<file path="config.mk">
export PLATFORM = sky130hd
export DESIGN_NAME = mioc_xnor_corr
export DESIGN_NICKNAME = d
export VERILOG_FILES = /design/src/rtl/mioc_xnor_corr.sv
export SDC_FILE = /design/constraint.sdc
export NUM_CORES = 1
export LEC_CHECK = 0
export BUFFER_PORTS_ARGS = -buffer_cell sky130_fd_sc_hd__buf_2
export CORE_MARGIN = 2
export CORE_UTILIZATION = 45
export CTS_CLUSTER_SIZE = 12
export DETAILED_ROUTE_END_ITERATION = 7
export PLACE_DENSITY = 0.73
export SYNTH_ARGS = -nofsm -noshare
export SYNTH_HDL_FRONTEND = slang
export SYNTH_SLANG_ARGS = --single-unit
export TNS_END_PERCENT = 50
</file>
<file path="constraint.sdc">
create_clock -name clk -period 4.3 [get_ports clk]
set_input_delay 1.29 -clock clk [delete_from_list [all_inputs] [get_ports clk]]
set_output_delay 1.29 -clock clk [all_outputs]
set_load 0.05 [all_outputs]
</file>
<file path="src/rtl/mioc_xnor_corr.sv">
// mioc_xnor_corr: serial-stream correlator.
// A WIDTH-bit shift window is compared bit-by-bit (XNOR) against a
// programmable pattern under a care mask; the number of agreeing cared-for
// bits is registered as score, and a one-cycle match pulse fires when the
// armed window meets THRESH on a freshly shifted bit. Match pulses are
// counted in a saturating counter.
module mioc_xnor_corr #(
  parameter  int unsigned WIDTH  = 8,
  parameter  int unsigned THRESH = 8,
  parameter  int unsigned CNTW   = 8,
  localparam int unsigned SW     = $clog2(WIDTH + 1)
) (
  input  logic              clk,
  input  logic              rst_n,
  input  logic              en,
  input  logic              din,
  input  logic [WIDTH-1:0]  pattern,
  input  logic [WIDTH-1:0]  mask,
  input  logic              clr,
  output logic [SW-1:0]     score,
  output logic              match,
  output logic              armed,
  output logic [CNTW-1:0]   match_cnt,
  output logic              cnt_sat
);

  typedef enum logic {
    S_FILL  = 1'b0,
    S_ARMED = 1'b1
  } state_e;

  state_e           state_q, state_d;
  logic [WIDTH-1:0] sr_q, sr_d;
  logic [SW-1:0]    fill_q, fill_d;
  logic             en_d_q;
  logic [SW-1:0]    score_q, score_d;
  logic             match_q, match_d;
  logic [CNTW-1:0]  cnt_q, cnt_d;
  logic [WIDTH-1:0] agree;
  logic [SW-1:0]    pop;
  logic             armed_w;

  // State register: clear returns the machine to FILL
  always_ff @(posedge clk) begin
    if (!rst_n || clr) begin
      state_q <= S_FILL;
    end else begin
      state_q <= state_d;
    end
  end

  // Next state: arm on the shift edge where the fill count reaches WIDTH
  always_comb begin
    state_d = state_q;
    if (state_q == S_FILL && en && fill_q == SW'(WIDTH - 1)) begin
      state_d = S_ARMED;
    end
  end

  // Output decode of the state machine
  always_comb begin
    armed_w = (state_q == S_ARMED);
  end

  // Agreement vector and its population count, taken from the current window
  always_comb begin
    agree = mask & ~(sr_q ^ pattern);
    pop   = '0;
    for (int unsigned i = 0; i < WIDTH; i++) begin
      pop = pop + SW'(agree[i]);
    end
  end

  // Next values for the window, fill count, score, match and counter
  always_comb begin
    sr_d   = sr_q;
    fill_d = fill_q;
    if (en) begin
      sr_d = {sr_q[WIDTH-2:0], din};
      if (fill_q != SW'(WIDTH)) begin
        fill_d = fill_q + SW'(1);
      end
    end
    score_d = pop;
    match_d = armed_w & en_d_q & (|mask) & (pop >= SW'(THRESH));
    cnt_d   = cnt_q;
    if (match_d && !(&cnt_q)) begin
      cnt_d = cnt_q + CNTW'(1);
    end
  end

  // Datapath registers; clr shares the reset path so a coincident din is dropped
  always_ff @(posedge clk) begin
    if (!rst_n || clr) begin
      sr_q    <= '0;
      fill_q  <= '0;
      en_d_q  <= 1'b0;
      score_q <= '0;
      match_q <= 1'b0;
      cnt_q   <= '0;
    end else begin
      sr_q    <= sr_d;
      fill_q  <= fill_d;
      en_d_q  <= en;
      score_q <= score_d;
      match_q <= match_d;
      cnt_q   <= cnt_d;
    end
  end

  assign score     = score_q;
  assign match     = match_q;
  assign armed     = armed_w;
  assign match_cnt = cnt_q;
  assign cnt_sat   = &cnt_q;

endmodule

</file>
# Word-level counts from Yosys, hierarchy flattened
# Cells that the tools add are included.
[totals] mem_bits_rw=0 mem_count=0 latch_bits=0 in_bits=21 romBits=0 reg_bits=27
[classes] mul=0 n_shift=0 bitwise=7 n_reduce_logical=9 n_eq_ne=2 n_lt_le_gt_ge=1 n_mux=0 addsub=9 div=0
[op_table] op="4-bit by 1-bit adder with 4-bit output" n=4
[op_table] op="8-bit by 1-bit adder with 8-bit output, second input constant" n=1
[op_table] op="8-bit bitwise AND" n=1
[op_table] op="8-bit NOT" n=1
[op_table] op="8-bit AND reduction" n=1
[op_table] op="8-bit OR reduction" n=1
[op_table] op="8-bit bitwise XOR" n=1
[op_table] op="3-bit by 1-bit adder with 4-bit output" n=1
[op_table] op="4-bit by 1-bit adder with 4-bit output, second input constant" n=1
[op_table] op="4-bit by 3-bit == test with 1-bit output, second input constant" n=1
[op_table] op="4-bit greater-or-equal comparator, second input constant" n=1
[op_table] op="4-bit inequality test, second input constant" n=1
[op_table] op="2-bit by 1-bit adder with 3-bit output" n=1
[op_table] op="1-bit bitwise AND" n=3
[op_table] op="1-bit logical AND" n=3
[op_table] op="1-bit by 1-bit adder with 2-bit output" n=1
[op_table] op="1-bit zero test" n=2
[op_table] op="2-bit AND reduction" n=1
[op_table] op="1-bit logical OR" n=1
[op_table] op="1-bit NOT" n=1

# Longest topological paths before layout
[logic_depth] word_depth=13 depth_mapped=14 mapped_depth_nobuf=13

# Worst setup path before layout
# Ideal clock, no wire load.
[synth_path] kind="input -> register" from="input port pattern[0]" to="register cnt_q[5], in the netlist match_cnt[5]" arrival_ns=4.512 path_buffers=0 setup_time_ns=0.070 stages=13 setup_slack_ns=-0.282 cell_sequence="xnor2_1 and2_1 fa_1 inv_1 fa_1 inv_1 fa_1 ha_1 a21o_1 and4_1 nand3b_4 or4_1 a21oi_1"
[synth_via] elab_chain_len=13
[synth_lines] element="from (decl)" line="17" text="input logic [WIDTH-1:0] pattern,"
[synth_lines] element="8-bit bitwise XOR" line="67" text="agree = mask & ~(sr_q ^ pattern);"
[synth_lines] element="8-bit NOT" line="67"
[synth_lines] element="8-bit bitwise AND" line="67"
[synth_lines] element="1-bit by 1-bit adder with 2-bit output" line="70" text="pop = pop + SW'(agree[i]);"
[synth_lines] element="2-bit by 1-bit adder with 3-bit output" line="70"
[synth_lines] element="3-bit by 1-bit adder with 4-bit output" line="70"
[synth_lines] element="4-bit by 1-bit adder with 4-bit output (4 in series)" line="70"
[synth_lines] element="4-bit greater-or-equal comparator" line="85" text="match_d = armed_w & en_d_q & (|mask) & (pop >= SW'(THRESH));"
[synth_lines] element="1-bit bitwise AND" line="85"
[synth_lines] element="1-bit logical AND" line="87" text="if (match_d && !(&cnt_q)) begin"
[synth_lines] element="to (signal assigned)" line="107" text="cnt_q <= cnt_d;"
[synth_lines] element="to (decl)" line="38" text="logic [CNTW-1:0] cnt_q, cnt_d;"
# Every way passes these cells.
# A chain may end at the register's enable or synchronous reset.

# Final worst setup path
[layout_path] from="input port pattern[3]" to="register cnt_q[5], in the netlist match_cnt[5]"
[layout_via] elab_chain_len=11
[layout_lines] element="8-bit bitwise XOR" line="67"
[layout_lines] element="8-bit NOT" line="67"
[layout_lines] element="8-bit bitwise AND" line="67"
[layout_lines] element="3-bit by 1-bit adder with 4-bit output" line="70"
[layout_lines] element="4-bit by 1-bit adder with 4-bit output (4 in series)" line="70"
[layout_lines] element="4-bit greater-or-equal comparator" line="85"
[layout_lines] element="1-bit bitwise AND" line="85"
[layout_lines] element="1-bit logical AND" line="87"
# Every way passes these cells.

==> flow_metrics.py <==
metrics = {
    "logic_synthesis": {
        "post_synth.cell_area_avg_sq_um": 9.41,
        "synth_nets": 174,
        "netlist-cell-type-count": 32,
        "largest_cells_by_area_after_synthesis": "dfxtp_1 (40%), xnor2_1 (7.2%), fa_1 (5.9%)",
        "ys_seq_area_share_pct": 40.1,
        "synthCells": 143,
        "cell_type_contributing_the_most_total_cell_area_after_synthesis": "dfxtp_1",
        "yosys.area.top_type_share_pct": 40.1,
        "synth.cell_area_sq_um": 1350,
        "synth-warning-count": 0,
        "synth-seq-cells": 27,
    },
    "route": {
        "drt_pre_antenna_iters": 5,
        "route.final.wire_length_microns": 2660,
        "avgRoutedWirePerCell_microns": 12.4,
        "detail_route.vias_per_cell": 5.17,
        "vias": 1111,
        "final_antenna_net_count": 0,
        "drc_errors": 3,
        "drt-initial-drc-count": 15,
    },
    "worst_setup_path": {
        "crit-reg2reg-launch": "sr_q[3]$_SDFFE_PP0P_",
        "slowest_delay_ns": 0.55,
        "cp-end-kind": "flip-flop",
        "cp_num_buf_inv": 3,
        "cell_family_with_most_cp_delay": "adder cells",
        "timing.critical_path.to": "match_cnt[5]$_SDFFE_PP0P_",
        "timing.critical_path.arrival_ns": 4.53,
        "worst-r2r-cell-count": 13,
        "rr_endpoint": "match_cnt[5]$_SDFFE_PP0P_",
        "crit_cells": 14,
        "cp_cell_sequence": "buf_6 > xnor2_2 > and2_4 > fa_1 > inv_1 > fa_1 > inv_2 > fa_2 > ha_4 > a21o_1 > and4_4 > nand3b_4 > or4_4 > a21oi_2",
        "crit_type": "input port to flip-flop",
        "required_ns": 4.56,
        "worst_setup_path_startpoint": "pattern[3]",
        "critical_path_peak_fanout": 7,
        "critical-path-slowest-cell": "fa_2",
        "critical_path.most_common_cell": "fa_1",
        "setup.reg_to_reg.worst_slack_ns": 0.69,
        "startpoint_type": "input port",
    },
    "layout": {
        "layout-drive-gt1-share_pct": 33.2,
        "flow.area_growth_from_synthesis_pct": 25.4,
        "stdcell_area_sq_um": 1690,
        "layout.core_utilization_pct": 60.2,
        "nets": 216,
        "antennaDiodeCount": 0,
    },
    "clock_tree": {
        "clock_tree_from_tritoncts": "built",
        "cts_max_level": 1,
        "clk_path_buf_depth": 2,
        "hold_fix_buffers_at_cts": 0,
        "ctsRootBufferMaster": "clkbuf_4",
        "clk_transition_reported_paths_ns": 0.15,
        "clkLatencyLatePin_ns": 0.32,
        "total_cts_buffers": 3,
        "number_of_sinks_driven_by_the_clock_tree": 27,
    },
    "run_status": {
        "run_status": "finished with violations",
        "violations": "design-rule violations",
    },
    "floorplanning": {
        "floorplan.initialDensity_pct": 48.0,
        "core_area_sq_um": 2810,
        "floorplan.rows": 19,
        "fp.dieArea_sq_um": 3450,
        "io_pins": 36,
        "horizontal_die_dimension_microns": 58.7,
        "die_height_microns": 58.7,
    },
    "global_routing": {
        "grt.total_usage_pct": 17.5,
        "maximum_number_of_pins_on_one_net_before_global_route_repair": 21,
        "gr-total-overflow": 0,
        "grt_antenna_before_repair": 0,
        "first_pass_grt_wire_length_microns": 4600,
        "vias_in_the_first_global_route": 1055,
    },
    "placement": {
        "finalWeightedCongestion": 0.756,
        "dpl-instance-area_sq_um": 1610,
        "io_buffers": 35,
        "pre_cts_slack_ns": -0.310,
        "total_half_perimeter_wirelength_after_legalization_and_detailed_placement_microns": 2100,
    },
    "timing": {
        "min_period_over_period_pct": 99.3,
        "finalHoldWorstSlack_ns": 0.511,
        "finalWorstSetupSlack_ns": 0.0304,
        "max_slew_margin_pct": 45.1,
        "final-setup-viol-count": 0,
        "timing_max_transition_violations_final": 0,
        "worst_clock_skew_ns": 0.00630,
        "highest_clock_rate_mhz": 234,
        "fin_crit_ns": 4.27,
        "max_slew.worst_pin.slew_ns": 0.823,
        "setup_repair_after_global_routing_missed_its_margin": "yes",
        "tns_ns": 0,
        "timing_hold_violations_final": 0,
    },
    "flow_run": {
        "max-cap-violations": 0,
    },
    "power_and_ir_drop": {
        "power-per-cell-area_nw_per_um2": 269,
        "power.static_leakage_uw": 0.000755,
        "irDropWorstVdd_v": 0.000170,
    },
    "worst_hold_path": {
        "min_path_type": "flip-flop to flip-flop",
    },
}
[registers in the layout, indices dropped and copies added (netlist names)]
name,count
match_cnt,8
score,4
match,1
en_d_q,1
sr_q,8
armed,1
fill_q,4
[worst min-delay path, cell delays in order (launching register included)]
cell and delay (ns):
dfxtp_1 0.36, nand2_1 0.06, a21oi_1 0.06
[kinds of logic after synthesis]
group	share of synthesized area [%]
AOI/OAI and AO/OA	6.69
adders and majority gates	11.5
xor gates and xnor gates	8.46
muxes	5.95
and+or+nand+nor	23.8
DFF	40.1
buffers and inverters	3.44
[through the flow]
stage	cells	total power (uW)
after floorplan	143	318
final	215	454
after global routing	215	481
after global placement	209	342
after CTS	213	452
after detailed placement	209	346
[power breakdown]
part           internal (uW)  switching (uW)  leakage [uW]
logic                   42.0            46.6      0.000519
clock network           34.8            73.7     0.0000177
registers                255            1.70      0.000218
total                    332             122      0.000755
[layout by cell type (no fill, tap or decap), types with 2 or more instances in the layout]
cell type | synthesis | routed
a21oi_1 | 5 | 2
a21oi_2 | 0 | 3
and2_1 | 9 | 7
and2_4 | 0 | 2
and3_1 | 5 | 5
buf_2 | 1 | 34
buf_4 | 0 | 6
buf_6 | 0 | 2
clkbuf_4 | 0 | 3
dfxtp_1 | 27 | 27
fa_1 | 4 | 3
ha_1 | 6 | 5
inv_1 | 7 | 6
mux2i_1 | 8 | 8
nand2_1 | 10 | 10
nand3_1 | 5 | 5
nor2_1 | 15 | 15
nor4_1 | 2 | 2
o21ai_0 | 4 | 4
o31ai_1 | 2 | 2
or4_1 | 3 | 2
xnor2_1 | 11 | 9
xnor2_2 | 0 | 2
xor2_1 | 2 | 2
[final cells by class]
cell class / count / area (sq um)
fill: 260 / 1120
inverter: 7 / 26.3
clock buffer: 3 / 22.5
multi-input combinational: 104 / 817
timing repair buffer: 42 / 238
tap: 31 / 38.8
clock inverter: 1 / 5.00
sequential: 27 / 541
[worst min path at each step]
stage	slack (ns)	endpoint	startpoint	cells after the start
2_1_floorplan	0.47	fill_q[1]$_SDFFE_PP0P_	fill_q[1]$_SDFFE_PP0P_	2
3_3_place_gp	0.48	fill_q[1]$_SDFFE_PP0P_	fill_q[1]$_SDFFE_PP0P_	2
3_5_place_dp	0.50	match_cnt[7]$_SDFFE_PP0P_	match_cnt[7]$_SDFFE_PP0P_	2
4_1_cts	0.52	fill_q[1]$_SDFFE_PP0P_	fill_q[1]$_SDFFE_PP0P_	2
5_1_grt	0.56	fill_q[1]$_SDFFE_PP0P_	fill_q[1]$_SDFFE_PP0P_	2
6_report	0.51	fill_q[1]$_SDFFE_PP0P_	fill_q[1]$_SDFFE_PP0P_	2
[synthesized netlist by cell type]
cell type	count
and2_1	9
or3_1	2
and3_1	5
a41oi_1	1
o31ai_1	2
nand2b_1	1
xor2_1	2
nor2_1	15
a21o_1	1
o211ai_1	1
nand3_1	5
nand3b_4	1
nor4_1	2
buf_2	1
dfxtp_1	27
a21oi_1	5
nand4_1	1
or4_1	3
and3_4	1
nand3b_1	1
inv_1	7
nand2_1	10
nor2b_1	1
ha_1	6
xnor2_1	11
o21ai_0	4
and4_1	1
a31oi_1	1
clkbuf_1	3
buf_1	1
mux2i_1	8
fa_1	4
[metal layers]
| layer | up-vias | share of wire, % | track usage, % |
|---|---|---|---|
| met4 | 0 | 1.1 | 5.52 |
| met1 | 521 | 43 | 20.6 |
| met3 | 4 | 2.6 | 3.96 |
| li1 | 572 | - | - |
| met5 | - | 0 | 0 |
| met2 | 14 | 53 | 31.5 |
[repair_timing]
item                       CTS  global route
hold endpoints to repair     0             0
setup buffers                0             2
setup endpoints to repair    0             5
gates resized for setup      0            10
Power figures use the tool's default switching activity.
